--- src/rtl/ifft_module.sv ---
`default_nettype none
// ============================================================================
//  Module      : ifft_module
//  Description : Sequential radix-2 DIT inverse FFT. Frequency bins are
//                loaded serially into bit-reversed RAM positions. One
//                butterfly is computed in place per clock, with a 1/2 scale
//                per stage. Time samples are then streamed out in natural
//                order under valid/ready flow control.
//  Revision    : 1.0 - initial release
// ============================================================================
module ifft_module #(
    parameter int DATA_WIDTH = 16,
    parameter int FFT_POINTS = 8,
    parameter int TW_WIDTH   = 16
) (
    input  logic                  clk,
    input  logic                  rst,
    input  logic                  start,
    input  logic                  in_valid,
    output logic                  in_ready,
    input  logic [DATA_WIDTH-1:0] in_re,
    input  logic [DATA_WIDTH-1:0] in_im,
    output logic                  out_valid,
    input  logic                  out_ready,
    output logic [DATA_WIDTH-1:0] out_re,
    output logic [DATA_WIDTH-1:0] out_im,
    output logic                  out_last,
    output logic                  busy,
    output logic                  done
);

    // ------------------------------------------------------------------------
    // Derived constants
    // ------------------------------------------------------------------------
    localparam int c_LOG2N   = $clog2(FFT_POINTS);
    localparam int c_HALF    = FFT_POINTS / 2;
    localparam int c_SW      = 2;                            // stage index width (up to 4 stages)
    localparam int c_XW      = DATA_WIDTH + 2;               // butterfly add/sub width
    localparam int c_FW      = DATA_WIDTH + TW_WIDTH + 1;    // full product-sum width
    localparam int c_ROM_SH  = 4 - c_LOG2N;                  // scales twiddle index onto 16-point table

    localparam logic [c_LOG2N-1:0] c_LAST_IDX   = c_LOG2N'(FFT_POINTS - 1);
    localparam logic [c_LOG2N-1:0] c_LAST_BFLY  = c_LOG2N'(c_HALF - 1);
    localparam logic [c_LOG2N-1:0] c_ONE        = c_LOG2N'(1);
    localparam logic [c_SW-1:0]    c_LAST_STAGE = c_SW'(c_LOG2N - 1);

    // Only 8- and 16-point transforms have twiddles in the table below
    if (!(FFT_POINTS == 8 || FFT_POINTS == 16)) begin : g_bad_points
        $error("ifft_module: FFT_POINTS must be 8 or 16");
    end

    // ------------------------------------------------------------------------
    // State machine encoding
    // ------------------------------------------------------------------------
    typedef enum logic [1:0] {
        S_IDLE    = 2'd0,
        S_LOAD    = 2'd1,
        S_COMPUTE = 2'd2,
        S_UNLOAD  = 2'd3
    } state_t;

    state_t                   r_state;
    state_t                   w_state_nxt;

    logic [c_LOG2N-1:0]       r_cnt;      // load index / butterfly index / output index
    logic [c_SW-1:0]          r_stage;
    logic                     r_done;

    // Sample RAM: register array so a pair can be read and both results
    // written back in the same cycle
    logic signed [DATA_WIDTH-1:0] r_mem_re [FFT_POINTS];
    logic signed [DATA_WIDTH-1:0] r_mem_im [FFT_POINTS];

    // ------------------------------------------------------------------------
    // Helper functions
    // ------------------------------------------------------------------------
    function automatic logic [c_LOG2N-1:0] f_bitrev(input logic [c_LOG2N-1:0] v);
        logic [c_LOG2N-1:0] r;
        r = '0;
        for (int i = 0; i < c_LOG2N; i++) begin
            r[i] = v[c_LOG2N-1-i];
        end
        return r;
    endfunction

    // 16-point twiddle table, cos(2*pi*j/16) in Q2.14; 8-point uses even entries
    function automatic logic signed [TW_WIDTH-1:0] f_tw_cos(input logic [3:0] j);
        logic signed [TW_WIDTH-1:0] v;
        case (j)
            4'd0:    v = TW_WIDTH'(16384);
            4'd1:    v = TW_WIDTH'(15137);
            4'd2:    v = TW_WIDTH'(11585);
            4'd3:    v = TW_WIDTH'(6270);
            4'd4:    v = TW_WIDTH'(0);
            4'd5:    v = TW_WIDTH'(-6270);
            4'd6:    v = TW_WIDTH'(-11585);
            4'd7:    v = TW_WIDTH'(-15137);
            default: v = TW_WIDTH'(0);
        endcase
        return v;
    endfunction

    // Positive-angle sine: the inverse transform rotates counter-clockwise
    function automatic logic signed [TW_WIDTH-1:0] f_tw_sin(input logic [3:0] j);
        logic signed [TW_WIDTH-1:0] v;
        case (j)
            4'd0:    v = TW_WIDTH'(0);
            4'd1:    v = TW_WIDTH'(6270);
            4'd2:    v = TW_WIDTH'(11585);
            4'd3:    v = TW_WIDTH'(15137);
            4'd4:    v = TW_WIDTH'(16384);
            4'd5:    v = TW_WIDTH'(15137);
            4'd6:    v = TW_WIDTH'(11585);
            4'd7:    v = TW_WIDTH'(6270);
            default: v = TW_WIDTH'(0);
        endcase
        return v;
    endfunction

    // ------------------------------------------------------------------------
    // Transfer qualifiers
    // ------------------------------------------------------------------------
    logic w_in_xfer;
    logic w_out_xfer;
    assign w_in_xfer  = in_valid  & (r_state == S_LOAD);
    assign w_out_xfer = out_ready & (r_state == S_UNLOAD);

    // ------------------------------------------------------------------------
    // Butterfly addressing: butterfly b of stage s splits into group g and
    // offset k (span h = 2^s); A = g*2h + k, B = A + h, twiddle m = k*N/(2h)
    // ------------------------------------------------------------------------
    logic [c_LOG2N-1:0] w_span;
    logic [c_LOG2N-1:0] w_mask;
    logic [c_LOG2N-1:0] w_k;
    logic [c_LOG2N-1:0] w_idx_a;
    logic [c_LOG2N-1:0] w_idx_b;
    logic [c_LOG2N-1:0] w_tw_idx;
    logic [3:0]         w_rom_idx;

    assign w_span    = c_ONE << r_stage;
    assign w_mask    = w_span - c_ONE;
    assign w_k       = r_cnt & w_mask;
    assign w_idx_a   = ((r_cnt & ~w_mask) << 1) | w_k;
    assign w_idx_b   = w_idx_a | w_span;
    assign w_tw_idx  = w_k << (c_LAST_STAGE - r_stage);
    assign w_rom_idx = 4'(w_tw_idx) << c_ROM_SH;

    // ------------------------------------------------------------------------
    // Butterfly datapath: t = B*W, A' = (A+t)/2, B' = (A-t)/2
    // ------------------------------------------------------------------------
    logic signed [DATA_WIDTH-1:0] w_a_re, w_a_im, w_b_re, w_b_im;
    logic signed [TW_WIDTH-1:0]   w_wr, w_wi;
    logic signed [c_FW-1:0]       w_b_re_x, w_b_im_x, w_wr_x, w_wi_x;
    logic signed [c_FW-1:0]       w_p_rr, w_p_ii, w_p_ri, w_p_ir;
    logic signed [c_XW-1:0]       w_t_re, w_t_im, w_a_re_x, w_a_im_x;
    logic signed [DATA_WIDTH-1:0] w_new_a_re, w_new_a_im, w_new_b_re, w_new_b_im;

    assign w_a_re = r_mem_re[w_idx_a];
    assign w_a_im = r_mem_im[w_idx_a];
    assign w_b_re = r_mem_re[w_idx_b];
    assign w_b_im = r_mem_im[w_idx_b];
    assign w_wr   = f_tw_cos(w_rom_idx);
    assign w_wi   = f_tw_sin(w_rom_idx);

    assign w_b_re_x = {{(c_FW-DATA_WIDTH){w_b_re[DATA_WIDTH-1]}}, w_b_re};
    assign w_b_im_x = {{(c_FW-DATA_WIDTH){w_b_im[DATA_WIDTH-1]}}, w_b_im};
    assign w_wr_x   = {{(c_FW-TW_WIDTH){w_wr[TW_WIDTH-1]}}, w_wr};
    assign w_wi_x   = {{(c_FW-TW_WIDTH){w_wi[TW_WIDTH-1]}}, w_wi};

    assign w_p_rr = w_b_re_x * w_wr_x;
    assign w_p_ii = w_b_im_x * w_wi_x;
    assign w_p_ri = w_b_re_x * w_wi_x;
    assign w_p_ir = w_b_im_x * w_wr_x;

    // Twiddles carry 14 fractional bits; truncate them away after the sum
    assign w_t_re = c_XW'((w_p_rr - w_p_ii) >>> 14);
    assign w_t_im = c_XW'((w_p_ri + w_p_ir) >>> 14);

    assign w_a_re_x = {{2{w_a_re[DATA_WIDTH-1]}}, w_a_re};
    assign w_a_im_x = {{2{w_a_im[DATA_WIDTH-1]}}, w_a_im};

    assign w_new_a_re = DATA_WIDTH'((w_a_re_x + w_t_re) >>> 1);
    assign w_new_a_im = DATA_WIDTH'((w_a_im_x + w_t_im) >>> 1);
    assign w_new_b_re = DATA_WIDTH'((w_a_re_x - w_t_re) >>> 1);
    assign w_new_b_im = DATA_WIDTH'((w_a_im_x - w_t_im) >>> 1);

    // ------------------------------------------------------------------------
    // State register
    // ------------------------------------------------------------------------
    always_ff @(posedge clk) begin
        if (rst) begin
            r_state <= S_IDLE;
        end else begin
            r_state <= w_state_nxt;
        end
    end

    // Next-state decode and handshake outputs
    always_comb begin
        w_state_nxt = r_state;
        in_ready    = 1'b0;
        out_valid   = 1'b0;
        busy        = 1'b1;
        case (r_state)
            S_IDLE: begin
                busy = 1'b0;
                if (start) begin
                    w_state_nxt = S_LOAD;
                end
            end
            S_LOAD: begin
                in_ready = 1'b1;
                if (in_valid && (r_cnt == c_LAST_IDX)) begin
                    w_state_nxt = S_COMPUTE;
                end
            end
            S_COMPUTE: begin
                if ((r_stage == c_LAST_STAGE) && (r_cnt == c_LAST_BFLY)) begin
                    w_state_nxt = S_UNLOAD;
                end
            end
            S_UNLOAD: begin
                out_valid = 1'b1;
                if (out_ready && (r_cnt == c_LAST_IDX)) begin
                    w_state_nxt = S_IDLE;
                end
            end
            default: begin
                w_state_nxt = S_IDLE;
            end
        endcase
    end

    // Shared index counter and stage counter; every phase ends with them at 0
    always_ff @(posedge clk) begin
        if (rst) begin
            r_cnt   <= '0;
            r_stage <= '0;
        end else begin
            case (r_state)
                S_IDLE: begin
                    r_cnt   <= '0;
                    r_stage <= '0;
                end
                S_LOAD: begin
                    if (w_in_xfer) begin
                        r_cnt <= r_cnt + c_ONE;
                    end
                end
                S_COMPUTE: begin
                    if (r_cnt == c_LAST_BFLY) begin
                        r_cnt   <= '0;
                        r_stage <= (r_stage == c_LAST_STAGE) ? '0 : r_stage + c_SW'(1);
                    end else begin
                        r_cnt <= r_cnt + c_ONE;
                    end
                end
                S_UNLOAD: begin
                    if (w_out_xfer) begin
                        r_cnt <= r_cnt + c_ONE;
                    end
                end
                default: begin
                    r_cnt   <= '0;
                    r_stage <= '0;
                end
            endcase
        end
    end

    // Sample RAM writes: bit-reversed load, then in-place butterfly results
    always_ff @(posedge clk) begin
        if (w_in_xfer) begin
            r_mem_re[f_bitrev(r_cnt)] <= in_re;
            r_mem_im[f_bitrev(r_cnt)] <= in_im;
        end else if (r_state == S_COMPUTE) begin
            r_mem_re[w_idx_a] <= w_new_a_re;
            r_mem_im[w_idx_a] <= w_new_a_im;
            r_mem_re[w_idx_b] <= w_new_b_re;
            r_mem_im[w_idx_b] <= w_new_b_im;
        end
    end

    // Completion pulse, raised the cycle after the final output transfer
    always_ff @(posedge clk) begin
        if (rst) begin
            r_done <= 1'b0;
        end else begin
            r_done <= w_out_xfer && (r_cnt == c_LAST_IDX);
        end
    end

    // Output data reads straight from RAM so it stays stable during stalls
    assign out_re   = (r_state == S_UNLOAD) ? r_mem_re[r_cnt] : '0;
    assign out_im   = (r_state == S_UNLOAD) ? r_mem_im[r_cnt] : '0;
    assign out_last = out_valid & (r_cnt == c_LAST_IDX);
    assign done     = r_done;

endmodule
`default_nettype wire
--- config.mk ---
export PLATFORM = sky130hd
export DESIGN_NAME = ifft_module
export DESIGN_NICKNAME = d
export VERILOG_FILES = /design/src/rtl/ifft_module.sv
export SDC_FILE = /design/constraint.sdc
export NUM_CORES = 2
export LEC_CHECK = 0
export BUFFER_PORTS_ARGS = -buffer_cell sky130_fd_sc_hd__buf_2
export CORE_MARGIN = 2
export CORE_UTILIZATION = 50
export CTS_BUF_LIST = sky130_fd_sc_hd__clkbuf_2
export CTS_CLUSTER_SIZE = 16
export DETAILED_ROUTE_END_ITERATION = 8
export PLACE_DENSITY = 0.66
export SLEW_MARGIN = 20
export SYNTH_ARGS = -nofsm -noshare
export SYNTH_HDL_FRONTEND = slang
export SYNTH_SLANG_ARGS = --single-unit
--- constraint.sdc ---
create_clock -name clk -period 15.9 [get_ports clk]
set_clock_uncertainty 0.1 [all_clocks]
set_input_delay 0.795 -clock clk [delete_from_list [all_inputs] [get_ports clk]]
set_output_delay 0.795 -clock clk [all_outputs]
set_load 0.05 [all_outputs]
==> flow_metrics.env <==
export IMPL_overflow=0
export IMPL_drc=0
export IMPL_htreeDepth=3
export IMPL_cts_resized=0
export IMPL_cp_start_kind="flop"
export IMPL_relSlewSlack_pct=22.31
export IMPL_root_buffer="clkbuf_2"
export IMPL_min_period_over_period_pct=87.99
export IMPL_hold_depth=3
export IMPL_place_ws_ns=1.914
export IMPL_syn_nets=6103
export IMPL_first_global_vias=38000
export IMPL_cp_slowest_cell="nand2_1"
export IMPL_max_freq_ghz=0.07148
export IMPL_required_ns=16.50
export IMPL_die_h_um=311.5
export IMPL_critPathMaxFanout=17
export IMPL_cp_arrival_ns=14.59
export IMPL_status="finished clean"
export IMPL_grt_usage_pct=32.35
export IMPL_drv_cap=0
export IMPL_place_gp_congestion=0.9819
export IMPL_syn_area_per_cell_um2=9.690
export IMPL_drtIter0Drc=3618
export IMPL_grt_first_pass_wirelength_mm=234.0
export IMPL_layout_common_cells="inv_1 (1057), fa_1 (692), ha_1 (493)"
export IMPL_synth_cells=4880
export IMPL_drt_total_wl_mm=154.6
export IMPL_cts_setup_buffers=0
export IMPL_cts_hold_buf=2
export IMPL_yosys_warnings=0
export IMPL_worst_setup_path_end_kind="flop"
export IMPL_clk_pin_slew_worst_paths_ns=0.11
export IMPL_die_width_um=311.5
export IMPL_async_flop_share_pct=0
export IMPL_r2r_cells=46
export IMPL_grt_max_degree=43
export IMPL_fillCellCount=8467
export IMPL_ys_types=98
export IMPL_clock_sinks=267
export IMPL_area_delta_synth_final_pct=5.906
export IMPL_initial_core_util_pct=50.59
export IMPL_setup_viol=0
export IMPL_synth_seq_cells=267
export IMPL_hold_viol=0
export IMPL_netlist_area_um2=47290
export IMPL_dp_hpwl_mm=121.4
export IMPL_synth_top_flop_cell="edfxtp_1"
export IMPL_die_area_um2=97050
export IMPL_setup_ws_ns=1.910
export IMPL_via_per_inst=5.847
export IMPL_yosysSeqAreaShare_pct=16.72
export IMPL_drive_gt1_share_pct=10.45
export IMPL_tritoncts="built"
export IMPL_first_pass_iters=7
export IMPL_fp_coreArea_um2=93470
export IMPL_nets=6148
export IMPL_crit_type="reg -> reg"
export IMPL_clock_path_buffers=3
export IMPL_final_max_slew_viol_count=0
export IMPL_worstHoldPathType="in -> reg"
export IMPL_cpMostUsedCell="fa_1"
export IMPL_via_count=36450
export IMPL_numCtsBuffers=68
export IMPL_rsz0062_at_grt="no"
export IMPL_clock_latency_ns=1.01
export IMPL_final_setup_tns_ns=0
export IMPL_critPathMaxStageDelay_ns=0.67
export IMPL_rows=112
export IMPL_worst_pin_slew_ns=1.165
export IMPL_ant_nets=0
export IMPL_synth_edff_count=256
export IMPL_antenna_found_initial=4
export IMPL_ios=74
export IMPL_routedWlPerCell_um=24.81
export IMPL_layout_commonest_cell="inv_1"
export IMPL_io_buffers=73
export IMPL_fin_crit_ns=13.99
-- routing by layer --
layer	vias to the layer above	wire (µm)	part of all wire, %	global-route usage (%)
li1	15930	-	-	-
met1	17920	59000	38	41.92
met2	2054	70000	45	51.48
met3	539	16260	11	6.702
met4	6	9345	6.0	16.50
met5	-	30	0.019	0
-- cell families (layout without fill, tap and decap cells) --
kind of cell	after synthesis	after routing	share of synthesized area [%]
other	0	3	0
multiplexers	275	275	9.245
XOR/XNOR	170	170	3.294
AO/OA/AOI/OAI	630	630	8.282
AND/OR/NAND/NOR	1096	1096	9.939
flip-flops	267	267	16.72
adder cells (fa/ha/maj)	1194	1194	42.54
buffers and inverters	1248	1345	9.978
-- through the flow --
stage | area, µm² | instances | hold slack, ns | util, %
3_3_place_gp | 49360 | 6105 | 0.4487 | 52.81
3_5_place_dp | 49380 | 6106 | 0.4589 | 52.83
4_1_cts | 50040 | 6230 | 0.1739 | 53.54
5_1_grt | 50070 | 6232 | 0.2298 | 53.57
6_report | 50080 | 6234 | 0.2274 | 53.58
2_1_floorplan | 47290 | 4880 | 0.4136 | -
-- worst paths after layout --
kind | to | startpoint | slack (ns)
setup / recovery | r_mem_re[0][13] | r_stage[0] | 1.91
hold / removal | r_mem_re[1][15] | in_re[15] | 0.23
setup reg to reg | r_mem_re[0][13] | r_stage[0] | 1.91
hold reg to reg | r_state[0] | r_state[0] | 0.48
-- cell type report --
| type | count | area [µm²] | share of cell area (%) |
|---|---|---|---|
| multi-input combinational | 3365 | 34890 | 69.68 |
| sequential | 267 | 7916 | 15.81 |
| inverter | 1060 | 3979 | 7.945 |
| tap | 1254 | 1569 | 3.133 |
| timing repair buffer | 163 | 1074 | 2.144 |
| clock buffer | 91 | 455.4 | 0.9095 |
| clock inverter | 31 | 183.9 | 0.3673 |
| antenna | 3 | 7.507 | 0.01499 |
-- sequential cells by signal (all words and copies together) (netlist names), named ones only --
signal,cells
r_mem_re,128
r_stage,2
r_mem_im,128
r_state,2
r_cnt,3
done,1
-- cells in the mapped netlist (27+ instances only) --
cell / number / area share, %
inv_1: 1057 / 8.4
fa_1: 692 / 29
ha_1: 494 / 13
nor2_1: 493 / 3.9
nand2_1: 341 / 2.7
edfxtp_1: 256 / 16
a21oi_1: 254 / 2.7
clkbuf_1: 141 / 1.1
mux4_2: 125 / 6.0
xnor2_1: 121 / 2.2
o21ai_0: 114 / 1.2
mux2i_1: 113 / 2.4
nand3_1: 79 / 0.84
xor2_1: 43 / 0.80
a31oi_1: 37 / 0.49
o22ai_1: 37 / 0.49
buf_1: 34 / 0.27
mux2_2: 33 / 0.79
o21bai_1: 31 / 0.49
nand2b_1: 30 / 0.40
nor3_1: 29 / 0.31
a21o_1: 27 / 0.43
-- worst max-delay path, delay by kind of cell (launching register included) --
family	cells	cell delay, ns
buffers and inverters	5	1.03
xor gates and xnor gates	3	0.53
adders and majority gates	11	5.09
and+or+nand+nor	13	2.21
muxes	1	0.53
AOI/OAI and AO/OA	13	3.66
DFF	1	0.51
Power is not shown: default switching activity piles up to over one toggle a cycle in this logic, so the estimate is an artifact.
